**config.mk**
```make
export PLATFORM = sky130hd
export DESIGN_NAME = multicycle_seq
export DESIGN_NICKNAME = d
export VERILOG_FILES = /design/src/rtl/multicycle_seq.sv
export SDC_FILE = /design/constraint.sdc
export NUM_CORES = 1
export LEC_CHECK = 0
export BUFFER_PORTS_ARGS = -buffer_cell sky130_fd_sc_hd__buf_2
export CAP_MARGIN = 20
export CORE_UTILIZATION = 45
export CTS_BUF_LIST = sky130_fd_sc_hd__clkbuf_4
export DETAILED_ROUTE_END_ITERATION = 7
export GPL_ROUTABILITY_DRIVEN = 1
export PLACE_DENSITY_LB_ADDON = 0.1
export SETUP_SLACK_MARGIN = 0.2
export SLEW_MARGIN = 10
export SYNTH_ARGS = -nofsm -noshare
export SYNTH_HDL_FRONTEND = slang
export SYNTH_SLANG_ARGS = --single-unit
```
**constraint.sdc**
```tcl
create_clock -name CLK -period 2.5 [get_ports CLK]
set_clock_uncertainty 0.05 [all_clocks]
set_input_delay 0.5 -clock CLK [delete_from_list [all_inputs] [get_ports CLK]]
set_output_delay 0.5 -clock CLK [all_outputs]
set_load 0.005 [all_outputs]
```
**src/rtl/multicycle_seq.sv**
```systemverilog
// multicycle_seq: multi-cycle fetch/decode/exec/wb sequencer for the ALU-only MIPS datapath
//   CLK, Reset_L                 clock, asynchronous active-low reset
//   run                          level enable for fetching
//   imem_req/addr/ack/rdata      instruction-memory handshake (rdata valid with ack)
//   instr                        instruction register
//   ALUOp, ALUSrcB, RegDst       registered datapath controls, held DECODE..WB
//   RegWrite                     register-file write strobe, WB only
//   alu_overflow                 ALU signed-overflow flag, sampled in EXEC
//   busy, trap, trap_cause       status (cause 1 = illegal, 2 = overflow)
//   retired                      completed-instruction counter
module multicycle_seq #(
  parameter logic [31:0] START_PC = 32'h0000_0000,
  parameter int          RETIRE_W = 16
) (
  input  logic                CLK,
  input  logic                Reset_L,
  input  logic                run,
  output logic                imem_req,
  output logic [31:0]         imem_addr,
  input  logic                imem_ack,
  input  logic [31:0]         imem_rdata,
  output logic [31:0]         instr,
  output logic [3:0]          ALUOp,
  output logic                ALUSrcB,
  output logic                RegDst,
  output logic                RegWrite,
  input  logic                alu_overflow,
  output logic                busy,
  output logic                trap,
  output logic [1:0]          trap_cause,
  output logic [RETIRE_W-1:0] retired
);
  localparam logic [2:0] S_IDLE   = 3'd0;
  localparam logic [2:0] S_FETCH  = 3'd1;
  localparam logic [2:0] S_DECODE = 3'd2;
  localparam logic [2:0] S_EXEC   = 3'd3;
  localparam logic [2:0] S_WB     = 3'd4;
  localparam logic [2:0] S_TRAP   = 3'd5;
  localparam logic [3:0] OP_ADD  = 4'd0;
  localparam logic [3:0] OP_ADDU = 4'd1;
  localparam logic [3:0] OP_SUB  = 4'd2;
  localparam logic [3:0] OP_SUBU = 4'd3;
  localparam logic [3:0] OP_AND  = 4'd4;
  localparam logic [3:0] OP_OR   = 4'd5;
  localparam logic [3:0] OP_XOR  = 4'd6;
  localparam logic [3:0] OP_SLL  = 4'd7;
  localparam logic [3:0] OP_SRL  = 4'd8;
  localparam logic [3:0] OP_SRA  = 4'd9;
  localparam logic [3:0] OP_SLT  = 4'd10;
  localparam logic [3:0] OP_SLTU = 4'd11;
  localparam logic [3:0] OP_NOP  = 4'd15;
  // control bundle is {ALUOp, ALUSrcB, RegDst}
  localparam logic [5:0] CTRL_RST = {OP_NOP, 2'b00};
  logic [2:0]          r_state;
  logic [31:0]         r_pc;
  logic [31:0]         r_ir;
  logic [5:0]          r_ctrl;
  logic                r_illegal;
  logic [1:0]          r_cause;
  logic [RETIRE_W-1:0] r_retired;
  logic [5:0]          w_opc;
  logic [5:0]          w_fn;
  logic [5:0]          w_ctrl;
  logic                w_illegal;
  logic                w_ovf_op;
  assign w_opc = imem_rdata[31:26];
  assign w_fn  = imem_rdata[5:0];
  // Decode straight from the memory word so controls are already valid on
  // DECODE entry and stay untouched until WB exits.
  always_comb begin
    w_illegal = 1'b0;
    w_ctrl    = CTRL_RST;
    if (w_opc == 6'h00) begin
      case (w_fn)
        6'h00:   w_ctrl = {OP_SLL,  2'b11};
        6'h02:   w_ctrl = {OP_SRL,  2'b11};
        6'h03:   w_ctrl = {OP_SRA,  2'b11};
        6'h20:   w_ctrl = {OP_ADD,  2'b01};
        6'h21:   w_ctrl = {OP_ADDU, 2'b01};
        6'h22:   w_ctrl = {OP_SUB,  2'b01};
        6'h23:   w_ctrl = {OP_SUBU, 2'b01};
        6'h24:   w_ctrl = {OP_AND,  2'b01};
        6'h25:   w_ctrl = {OP_OR,   2'b01};
        6'h26:   w_ctrl = {OP_XOR,  2'b01};
        6'h2A:   w_ctrl = {OP_SLT,  2'b01};
        6'h2B:   w_ctrl = {OP_SLTU, 2'b01};
        default: w_illegal = 1'b1;
      endcase
    end else begin
      case (w_opc)
        6'h08:   w_ctrl = {OP_ADD,  2'b10};
        6'h09:   w_ctrl = {OP_ADDU, 2'b10};
        6'h0A:   w_ctrl = {OP_SLT,  2'b10};
        6'h0B:   w_ctrl = {OP_SLTU, 2'b10};
        6'h0C:   w_ctrl = {OP_AND,  2'b10};
        6'h0D:   w_ctrl = {OP_OR,   2'b10};
        6'h0E:   w_ctrl = {OP_XOR,  2'b10};
        default: w_illegal = 1'b1;
      endcase
    end
  end
  assign w_ovf_op = (r_ctrl[5:2] == OP_ADD) || (r_ctrl[5:2] == OP_SUB);
  always_ff @(posedge CLK or negedge Reset_L) begin
    if (!Reset_L) begin
      r_state   <= S_IDLE;
      r_pc      <= START_PC;
      r_ir      <= '0;
      r_ctrl    <= CTRL_RST;
      r_illegal <= 1'b0;
      r_cause   <= 2'd0;
      r_retired <= '0;
    end else begin
      case (r_state)
        S_IDLE: if (run) r_state <= S_FETCH;
        S_FETCH: if (imem_ack) begin
          r_ir      <= imem_rdata;
          r_ctrl    <= w_ctrl;
          r_illegal <= w_illegal;
          r_state   <= S_DECODE;
        end
        S_DECODE: begin
          r_state <= r_illegal ? S_TRAP : S_EXEC;
          r_cause <= r_illegal ? 2'd1 : 2'd0;
        end
        S_EXEC: if (w_ovf_op && alu_overflow) begin
          r_state <= S_TRAP;
          r_cause <= 2'd2;
          r_ctrl  <= CTRL_RST;
        end else begin
          r_state <= S_WB;
        end
        S_WB: begin
          r_pc      <= r_pc + 32'd4;
          r_retired <= r_retired + 1'b1;
          r_state   <= run ? S_FETCH : S_IDLE;
          r_ctrl    <= run ? r_ctrl : CTRL_RST;
        end
        default: ;
      endcase
    end
  end
  assign imem_req   = r_state == S_FETCH;
  assign imem_addr  = r_pc;
  assign instr      = r_ir;
  assign {ALUOp, ALUSrcB, RegDst} = r_ctrl;
  assign RegWrite   = r_state == S_WB;
  assign busy       = (r_state != S_IDLE) && (r_state != S_TRAP);
  assign trap       = r_state == S_TRAP;
  assign trap_cause = r_cause;
  assign retired    = r_retired;
endmodule

```
### Yosys cells after proc, flatten, opt, wreduce, memory -nomap -nowiden

Cells that the tools add are included.

| word-level totals | value |
|---|---|
| output and inout port bits | 92 |
| input bits | 37 |
| register bits | 92 |
| word-level logic and storage cells | 74 |

| cells by class | value |
|---|---|
| equal/unequal tests | 29 |
| multiplexer cells | 19 |
| add/sub/neg operators | 2 |
| reductions and logical operators | 17 |

Operators by type and width:

| cell | count |
|---|---|
| 6-bit case mux with 12 select lines | 1 |
| 6-bit == test, second input constant | 9 |
| 6-bit by 4-bit == test with 1-bit output, second input constant | 7 |
| 6-bit case mux with 7 select lines | 1 |
| 32-bit by 3-bit adder with 32-bit output, second input constant | 1 |
| 6-bit two-way mux | 4 |
| 6-bit case mux with 3 select lines | 1 |
| 16-bit by 1-bit adder with 16-bit output, second input constant | 1 |
| 3-bit case mux with 5 select lines | 1 |
| 6-bit by 2-bit == test with 1-bit output, second input constant | 2 |
| 6-bit logical NOT | 2 |
| 12-bit OR reduction | 1 |
| 3-bit two-way mux | 3 |
| 7-bit OR reduction | 1 |
| 3-bit by 2-bit == test with 1-bit output, second input constant | 2 |
| 3-bit == test, second input constant | 2 |
| 1-bit two-way mux | 6 |
| 2-bit != test, second input constant | 3 |
| 3-bit nonzero test | 2 |
| 5-bit nonzero test | 1 |
| 4-bit by 2-bit == test with 1-bit output, second input constant | 1 |
| 4-bit logical NOT | 1 |
| 2-bit case mux with 2 select lines | 1 |
| 2-bit AND reduction | 2 |
| other kinds (10) | 11 |

### Depth between registers and ports, before layout

Gate-level depths: netlist of run 1.

| depth | value |
|---|---|
| word-level depth | 5 |
| depth in mapped cells | 7 |
| depth with buffers taken out | 6 |

### Worst setup path before layout of run 1

Ideal clock, no wire load.

| timing | value |
|---|---|
| path kind | input-to-reg |
| start point | in alu_overflow |
| end point | reg r_ctrl[5] |
| path buffers | 0 |
| stages | 5 |
| data arrival time | 1.626 ns |
| path slack | 0.751 ns |
| path through | or4b_2 -> nor2_1 -> a221o_2 -> o22ai_1 -> a21oi_1 |

| between the ends | value |
|---|---|
| cells in the longest elaborated chain, start to end | 3 |

RTL lines:

| element | RTL line | text |
|---|---|---|
| start, declared | 27 | `input logic alu_overflow,` |
| 1-bit logical AND | 125 | `S_EXEC: if (w_ovf_op && alu_overflow) begin` |
| 2-bit != test (no line) | - |  |
| 4-bit AND reduction (no line) | - |  |
| end signal, assigned | 117 | `r_ctrl <= w_ctrl;` |
| end signal, assigned | 136 | `r_ctrl <= run ? r_ctrl : CTRL_RST;` |
| end, declared | 57 | `logic [5:0] r_ctrl;` |

Every way passes these cells.
A chain may end at the register's enable or synchronous reset.

### Worst setup path in the final report of run 1

| timing | value |
|---|---|
| start point | reg r_state[0] |
| end point | out RegWrite |

| between the ends | value |
|---|---|
| cells in the longest elaborated chain, start to end | 1 |

RTL lines:

| element | RTL line | text |
|---|---|---|
| start, declared | 54 | `logic [2:0] r_state;` |
| start signal, assigned | 122 | `r_state <= r_illegal ? S_TRAP : S_EXEC;` |
| start signal, assigned | 135 | `r_state <= run ? S_FETCH : S_IDLE;` |
| 3-bit == test | 146 | `assign RegWrite = r_state == S_WB;` |
| end, declared | 26 | `output logic RegWrite,` |

Every way passes these cells.

==> results of run 1 <==
[cells in the mapped netlist (all sizes together), types with 2 or more instances]
cell	n	area share, %
clkbuf	8	0.74
inv	14	1.3
nor4	2	0.62
nand3	13	1.7
dfrtp	86	53
o22a	3	0.65
and3	5	0.78
nor3	11	1.6
a21oi	6	0.74
nand2b	5	0.78
o21ai	10	1.2
mux2	2	0.56
o22ai	5	0.78
ha	2	0.62
nor2b	4	0.62
dfstp	4	2.6
nand2	116	11
xor2	14	3.0
buf	5	0.90
xnor2	30	6.5
nor3b	3	0.68
nor2	18	1.9
nand4	15	2.9
[repair_timing]
item / 4_1_cts / 5_1_grt
gates resized for setup: 3 / 2
hold endpoints to repair: 23 / 0
setup buffers: 1 / 0
hold buffers: 1 / 0
endpoints found under the setup margin: 1 / 1
[how the worst max path moves through the flow]
stage                             from            end  slack [ns]  depth (start not counted)
after floorplan           alu_overflow      r_ctrl[5]        0.75                          5
after global placement      r_state[1]    retired[15]        0.57                          5
after global routing        r_state[0]       RegWrite        0.25                          3
after detailed placement    r_state[1]  imem_addr[31]        0.51                          5
after CTS                   r_state[0]       RegWrite        0.23                          3
final                       r_state[0]       RegWrite        0.32                          3
[layout make-up]
cell class                 count  area [um^2]  area share (%)
sequential                    90         2261           45.45
multi-input combinational    287         1668           33.53
timing repair buffer         134        708.2           14.24
tap                          108        135.1           2.716
clock inverter                 5        80.08           1.610
clock buffer                   9        67.56           1.358
inverter                      14        55.05           1.107
[power groups by stage]
stage	Sequential, mW	Clock, mW	Combinational (mW)
after floorplan	2.15	0	0.688
after global placement	2.17	0	1.27
after detailed placement	2.18	0	1.30
after CTS	2.14	0.905	1.34
after global routing	2.20	0.963	1.51
final	2.14	0.875	1.32
[through the flow]
stage	worst slack [ns]	hold WS [ns]	instances
4_1_cts	0.2272	0.1766	647
3_3_place_gp	0.5689	0.4030	631
2_1_floorplan	0.7512	0.1544	404
6_report	0.3162	0.2012	647
3_5_place_dp	0.5101	0.4066	631
5_1_grt	0.2529	0.1825	647
[critical path: cells and delay by family, from the launching register on]
kind / cells / cell delay [ns]
buffers and inverters: 2 / 0.26
flip-flops: 1 / 0.50
AND/OR/NAND/NOR: 1 / 0.45
[registers in the layout, summed over array words and instances, names as in the netlist]
register and cells:
retired 16, trap_cause 2, r_state 3, r_illegal 1, imem_addr 30, instr 32
r_ctrl 6
[cell families (layout without fill, tap and decap cells)]
| group | count (synthesis) | after routing | share of synthesized area (%) |
|---|---|---|---|
| XOR/XNOR | 44 | 44 | 9.559 |
| other | 1 | 2 | 0.09302 |
| AND/OR/NAND/NOR | 202 | 202 | 24.52 |
| flip-flops | 90 | 90 | 55.99 |
| buffers and inverters | 27 | 162 | 2.948 |
| adder cells (fa/ha/maj) | 2 | 2 | 0.6206 |
| multiplexers | 3 | 3 | 0.8069 |
| AO/OA/AOI/OAI | 34 | 34 | 5.463 |
[metal layers]
layer  track usage, %  wire length, um  vias up
li1                 -                -     1593
met1            27.50             4134     1584
met2            31.69             4181       96
met3            4.191              472       13
met4            6.889              126        0
met5                0                0        -
==> metrics.cfg, run 1 <==
[detailed_routing]
avgRoutedWirePerCell_um = 13.78
dr_total_vias = 3286
drt-initial-drc-count = 108
wirelength_um = 8915
vias_per_cell = 5.079
drtPass1Iterations = 6
route.antenna.remaining_nets = 0
drc = 0

[finish]
area_delta_synth_final_pct = 23.40
layout_common_cells = 125 x buf_2, 115 x nand2_1, 83 x dfrtp_1
drive_above_1_share_pct = 31.35
fin_util_pct = 57.32
diodes = 0
fin_nets = 575
final_area_mm2 = 0.004975
fill_cells = 805
final_common_cell = buf_2

[synthesis]
yosysWarnings = 0
synth_cell_types = 55
ys_ff_latch = 90
synthArstFlopShare_pct = 100.0
synth_area_mm2 = 0.004031
synth-edff-count = 0
synth_cells = 403
avgSynthCellArea_um2 = 10.00
synth_ff_type = dfrtp_1
synth_seq_area_share_pct = 55.99

[cts]
clockBufferDepth = 2
clock_latency_ns = 0.42
cts_made_buffers = 9
cts_tree = done
h-tree-depth = 3
cts.sinks = 90
root_buffer = clkbuf_4
cts.clk_slew.worst_paths_ns = 0.14

[die]
die-area_mm2 = 0.009341
die_h_um = 96.65
initial_core_util_pct = 46.45
top_level_ports = 129
core_region_area_mm2 = 0.008678
rows = 34
die_width_um = 96.65

[hold_path]
hp-start = imem_rdata[21]
hold_path.class = in2reg
hold_path_depth = 3
worst_hold_path.endpoint = instr[21]

[power]
p_seq_share_pct = 49.4
total_power_mw = 4.329
p_int_mw = 2.851
p_clk_share_pct = 20.2
leakagePower_nw = 2.630
pwr-share-comb_pct = 30.4
ir_drop_v = 0.0004885
p_sw_share_pct = 34.14
netSwitchingPower_mw = 1.478
p_per_area_mw_per_mm2 = 870.2

[placed_design]
hpwlAfterDp_um = 6507
postPlaceCellArea_mm2 = 0.004801
portBuffers = 126
gp_congestion = 0.8463

[global_routing]
overflow = 0
grt_max_degree = 42
grt_pass1_wl_um = 15240
grt_pass1_vias = 3205
grt_usage_pct = 20.04
antenna_found_initial = 0

[timing]
setup_tns_ns = 0
fin_crit_ns = 2.184
setup_viol = 0
hold_viol = 0
drv_slew = 0
slew_headroom_pct = 64.88
fin_crit_sh_pct = 87.35
rsz0062_at_grt = no
fmax_mhz = 457.9
tightest_slew_ns = 0.5227

[worst_setup_path]
r2r_end = imem_addr[31]
required_ns = 1.95
start_kind = register
worstSetupPathType = reg2out
rrSetupSlack_ns = 0.51
crit_path_end_kind = primary output
critPathArrivalTime_ns = 1.63
cp_slowest_cell = dfrtp_2
path_cells = or3b_4, inv_4, buf_2
rr_startpoint = r_state[1]
slowest_delay_ns = 0.50
reg2reg_depth = 6
cp_max_fo = 12

[run]
cap_violations = 0

[run_status]
status = completed

Note: power is estimated with default switching activity, not from simulation.
==> run 2: changes to the inputs <==
--- a/config.mk
+++ b/config.mk
@@ -7,7 +7,7 @@
 export LEC_CHECK = 0
 export BUFFER_PORTS_ARGS = -buffer_cell sky130_fd_sc_hd__buf_2
 export CAP_MARGIN = 20
-export CORE_UTILIZATION = 45
+export CORE_UTILIZATION = 55
 export CTS_BUF_LIST = sky130_fd_sc_hd__clkbuf_4
 export DETAILED_ROUTE_END_ITERATION = 7
 export GPL_ROUTABILITY_DRIVEN = 1
==> metrics.cfg, run 2 (synthesis gave the netlist of run 1 again) <==
[global_routing]
grt_usage_pct = 23.46  ; +3.4 points
grt_max_degree = 42  ; unchanged
top_usage_layer = met2
grt_pass1_wl_um = 14010  ; -8.1%
met2_usage_pct = 40.27  ; +8.6 points
antenna_found_initial = 0  ; unchanged
overflow = 0  ; unchanged
grt_use_met1_pct = 30.58  ; +3.1 points
grt_pass1_vias = 3062  ; -4.5%
groute.layer.met3.usage_pct = 4.147  ; -0.044 points

[die]
top_level_ports = 129  ; unchanged
core_region_area_mm2 = 0.006944  ; -20%
rows = 30  ; -12%
die_h_um = 87.62  ; -9.3%
die_width_um = 87.62  ; -9.3%
initial_core_util_pct = 58.05  ; +12 points
die-area_mm2 = 0.007676  ; -18%

[placed_design]
hpwlAfterDp_um = 6277  ; -3.5%
gp_congestion = 0.8996  ; +6.3%
portBuffers = 126  ; unchanged

[cts]
cts_tree = done
root_buffer = clkbuf_4
clock_latency_ns = 0.40  ; -0.02 ns
cts.clk_slew.worst_paths_ns = 0.14  ; about the same
h-tree-depth = 3  ; unchanged
cts_made_buffers = 9  ; unchanged
cts.sinks = 90  ; unchanged
clockBufferDepth = 2  ; unchanged

[timing]
drv_slew = 0  ; unchanged
setup_viol = 0  ; unchanged
hold_viol = 0  ; unchanged
tightest_slew_ns = 0.5203  ; -0.002485 ns
setup_tns_ns = 0  ; unchanged
slew_headroom_pct = 65.32  ; +0.43 points
fin_crit_ns = 2.223  ; +0.03895 ns
fin_crit_sh_pct = 88.91  ; +1.6 points
fmax_mhz = 449.9  ; -1.8%
rsz0062_at_grt = no
holdWs_ns = 0.2137  ; +0.01250 ns

[finish]
drive_above_1_share_pct = 31.30  ; -0.058 points
fin_nets = 574  ; -0.17%
diodes = 0  ; unchanged
largest_reg_flops = 32  ; unchanged
layout_common_cells = 125 x buf_2, 115 x nand2_1, 83 x dfrtp_1
area_delta_synth_final_pct = 22.07
final_common_cell = buf_2

[power]
leakagePower_nw = 2.620  ; -0.38%
p_seq_share_pct = 50.8  ; +1.4 points
p_sw_share_pct = 34.48  ; +0.34 points
p_int_mw = 2.764  ; -3.0%
pwr-share-comb_pct = 30.8  ; +0.4 points
p_per_area_mw_per_mm2 = 857.3  ; -1.5%
ir_drop_v = 0.0004379  ; -10%
netSwitchingPower_mw = 1.455  ; -1.6%
p_clk_share_pct = 18.4  ; -1.8 points

[detailed_routing]
route.antenna.remaining_nets = 0  ; unchanged
wirelength_um = 8448  ; -5.2%
drtPass1Iterations = 4  ; -2
dr_total_vias = 3240  ; -1.4%
drt-initial-drc-count = 93  ; -14%
vias_per_cell = 5.094  ; +0.31%
avgRoutedWirePerCell_um = 13.28  ; -3.6%
drc = 0  ; unchanged

[run_status]
status = completed

[worst_setup_path]
start_kind = register
crit_path_end_kind = primary output
critPathArrivalTime_ns = 1.67  ; +0.04 ns
required_ns = 1.95  ; about the same
rrSetupSlack_ns = 0.44  ; -0.07 ns
cp_max_fo = 12  ; unchanged
worstSetupPathType = reg2out

[hold_path]
hold_path.class = in2reg

[run]
cap_violations = 0  ; unchanged

## run 2: cell count changes in the layout (fill, tap and decap cells not counted), sizes merged
cell      previous run  this run
clkinv               1         4
buf                133       132
clkbuf               9        10
clkinvlp             1         0
bufinv               2         1
## run 2: power by group through the flow
stage,Sequential [mW],Combinational (mW),Clock [mW]
after global placement,2.16,1.25,0
after detailed placement,2.17,1.29,0
after global routing,2.20,1.48,0.860
after floorplan,2.15,0.688,0
after CTS,2.15,1.30,0.802
final,2.14,1.30,0.775
## run 2: per-stage QoR
step	area [um^2]	cells	power [mW]	worst slack [ns]	utilization (%)
floorplan	4035	404	2.833	0.7512	-
global placement	4766	618	3.416	0.5792	68.63
detailed placement	4766	618	3.469	0.5077	68.63
CTS	4911	635	4.258	0.2009	70.72
global route	4921	636	4.537	0.2026	70.86
finish	4921	636	4.219	0.2773	70.86
## run 2: final timing paths
check | startpoint | end | depth (start not counted)
max | r_state[0] | RegWrite | 3
min | imem_rdata[18] | instr[18] | 3
max reg2reg | r_state[1] | imem_addr[28] | 6
min reg2reg | instr[12] | instr[12] | 2
max in group asynchronous | Reset_L | r_ctrl[3] | 3
min in group asynchronous | Reset_L | retired[8] | 2
## run 2: what timing repair did
action,CTS,global route
endpoints found under the hold margin,11,0
cloned,0,0
hold buffers,1,0
setup endpoints to repair,1,1
buffers inserted,0,1
gates resized for setup,2,2
## run 2: critical path: stages (launching register included)
cell,delay (ns)
dfrtp_2,0.50
or3b_4,0.44
inv_2,0.17
buf_2,0.15
## run 2: layer usage
layer,routed length [um],vias to the layer above
met3,429,8
met1,3694,1539
met4,85,0
li1,-,1604
met5,0,-
met2,4240,89
## run 2: cell type report
cell class	instances	area, um^2
clock inverters	6	56.30
fillers	561	2023
inverters	14	52.55
well taps	96	120.1
clock buffers	10	75.07
multi-input cells	287	1668
flip-flops and latches	90	2261
repair buffers	133	688.2
==> run 3: changes to the inputs <==
--- a/config.mk
+++ b/config.mk
@@ -8,7 +8,7 @@
 export BUFFER_PORTS_ARGS = -buffer_cell sky130_fd_sc_hd__buf_2
 export CAP_MARGIN = 20
 export CORE_UTILIZATION = 55
-export CTS_BUF_LIST = sky130_fd_sc_hd__clkbuf_4
+export CTS_BUF_LIST = sky130_fd_sc_hd__clkbuf_8
 export DETAILED_ROUTE_END_ITERATION = 7
 export GPL_ROUTABILITY_DRIVEN = 1
 export PLACE_DENSITY_LB_ADDON = 0.1
==> metrics.cfg, run 3 (synthesis gave the netlist of run 1 again) <==
[cts]
postCtsSetupRepairBufs = 0  ; unchanged
cts.sinks = 90  ; unchanged
clockBufferDepth = 2  ; unchanged
cts_tree = done
cts.clk_slew.worst_paths_ns = 0.09  ; -0.05 ns
cts_made_buffers = 9  ; unchanged
clock_latency_ns = 0.34  ; -0.06 ns
root_buffer = clkbuf_8
h-tree-depth = 3  ; unchanged

[placed_design]
hpwlAfterDp_um = 6277  ; unchanged
dp_cells = 618  ; unchanged
gp_congestion = 0.8996  ; unchanged
dp_worst_setup_slack_ns = 0.5077  ; unchanged
portBuffers = 126  ; unchanged

[detailed_routing]
dr_total_vias = 3237  ; -0.093%
wl_met2_um = 4297  ; +1.3%
wl_met3_um = 399  ; -7.0%
drtPass1Iterations = 4  ; unchanged
top_layer = met4
vias_per_cell = 5.098  ; about the same
route.antenna.remaining_nets = 0  ; unchanged
drc = 0  ; unchanged
wl_met1_um = 3689  ; -0.14%
avgRoutedWirePerCell_um = 13.34  ; +0.47%
wirelength_um = 8474  ; +0.31%
drt-initial-drc-count = 85  ; -8.6%

[finish]
fin_nets = 573  ; -0.17%
final_common_cell = buf_2
area_delta_synth_final_pct = 23.59
ff_latch_area_mm2 = 0.002257  ; -0.17%
diodes = 0  ; unchanged
multi_input_area_mm2 = 0.001668  ; unchanged
fin_util_pct = 71.75  ; +0.88 points
fill_cells = 544  ; -3.0%
largest_reg_flops = 32  ; unchanged
fin_cells = 635  ; -0.16%
layout_common_cells = 125 x buf_2, 115 x nand2_1, 86 x dfrtp_1
drive_above_1_share_pct = 30.80  ; -0.50 points

[global_routing]
grt_max_degree = 42  ; unchanged
grt_pass1_vias = 3083  ; +0.69%
antenna_found_initial = 0  ; unchanged
grt_pass1_wl_um = 13980  ; -0.24%
overflow = 0  ; unchanged
grt_usage_pct = 23.27  ; -0.19 points

[timing]
fin_crit_ns = 2.230  ; +0.007444 ns
setup_viol = 0  ; unchanged
hold_viol = 0  ; unchanged
setup_tns_ns = 0  ; unchanged
tightest_slew_ns = 0.5269  ; +0.006614 ns
drv_slew = 0  ; unchanged
fin_ws_ns = 0.2699  ; -0.007444 ns
fmax_mhz = 448.4  ; -0.33%
slew_headroom_pct = 64.88  ; -0.44 points
rsz0062_at_grt = no
fin_crit_sh_pct = 89.21  ; +0.30 points

[die]
initial_core_util_pct = 58.05  ; unchanged
core_region_area_mm2 = 0.006944  ; unchanged
top_level_ports = 129  ; unchanged
rows = 30  ; unchanged
die-area_mm2 = 0.007676  ; unchanged
die_width_um = 87.62  ; unchanged
die_h_um = 87.62  ; unchanged

[worst_setup_path]
critPathArrivalTime_ns = 1.68  ; about the same
crit_path_end_kind = primary output
start_kind = register
cp_max_fo = 12  ; unchanged
required_ns = 1.95  ; about the same
rrSetupSlack_ns = 0.46  ; +0.02 ns
worstSetupPathType = reg2out
rr_startpoint = r_state[1]
cp-startpoint = r_state[1]

[run_status]
status = completed

[power]
leakagePower_nw = 2.654  ; +1.3%
ir_drop_v = 0.0005224  ; +19%
p_per_area_mw_per_mm2 = 891.0  ; +3.9%

[hold_path]
hp-start = imem_rdata[18]
hold_path.class = in2reg

[run]
cap_violations = 0  ; unchanged

run 3: path summary, 6_finish.rpt:
check                                endpoint  cells after the start
worst min-delay path                instr[18]                      3
worst min register to register       instr[4]                      2
worst max register to register  imem_addr[28]                      5
max in group asynchronous           r_ctrl[3]                      3
worst max-delay path                 RegWrite                      3
min in group asynchronous          retired[8]                      2
run 3: repair_timing:
action / 4_1_cts / 5_1_grt
resized for setup: 1 / 0
endpoints found under the hold margin: 11 / 0
endpoints found under the setup margin: 1 / 0
hold buffers: 1 / 0
run 3: layout make-up:
type | count | share of cell area, %
timing repair buffer | 132 | 13.66
inverter | 14 | 1.055
tap | 96 | 2.411
sequential | 90 | 45.30
clock buffer | 11 | 3.039
clock inverter | 5 | 1.055
multi-input combinational | 287 | 33.48
run 3: power by group:
group	switching, mW	internal, mW	total, mW
Combinational	0.678	0.599	1.28
Clock	0.492	0.514	1.01
Sequential	0.313	1.84	2.16
run 3: per-stage QoR:
stage / area, um^2 / power (mW) / hold slack [ns]
floorplan: 4035 / 2.833 / 0.1544
global placement: 4766 / 3.416 / 0.2958
detailed placement: 4766 / 3.469 / 0.2955
CTS: 4982 / 4.485 / 0.2789
global route: 4982 / 4.743 / 0.2887
finish: 4982 / 4.439 / 0.2881
run 3: layer usage:
metal	up-vias	global-route usage, %
li1	1596	-
met1	1548	30.25
met2	84	40.41
met3	9	4.147
met4	0	6.259
met5	-	0
run 3: worst max-delay path, stage by stage (launching register included):
cell     delay, ns
dfrtp_1       0.52
or3b_4        0.50
inv_2         0.17
buf_2         0.15
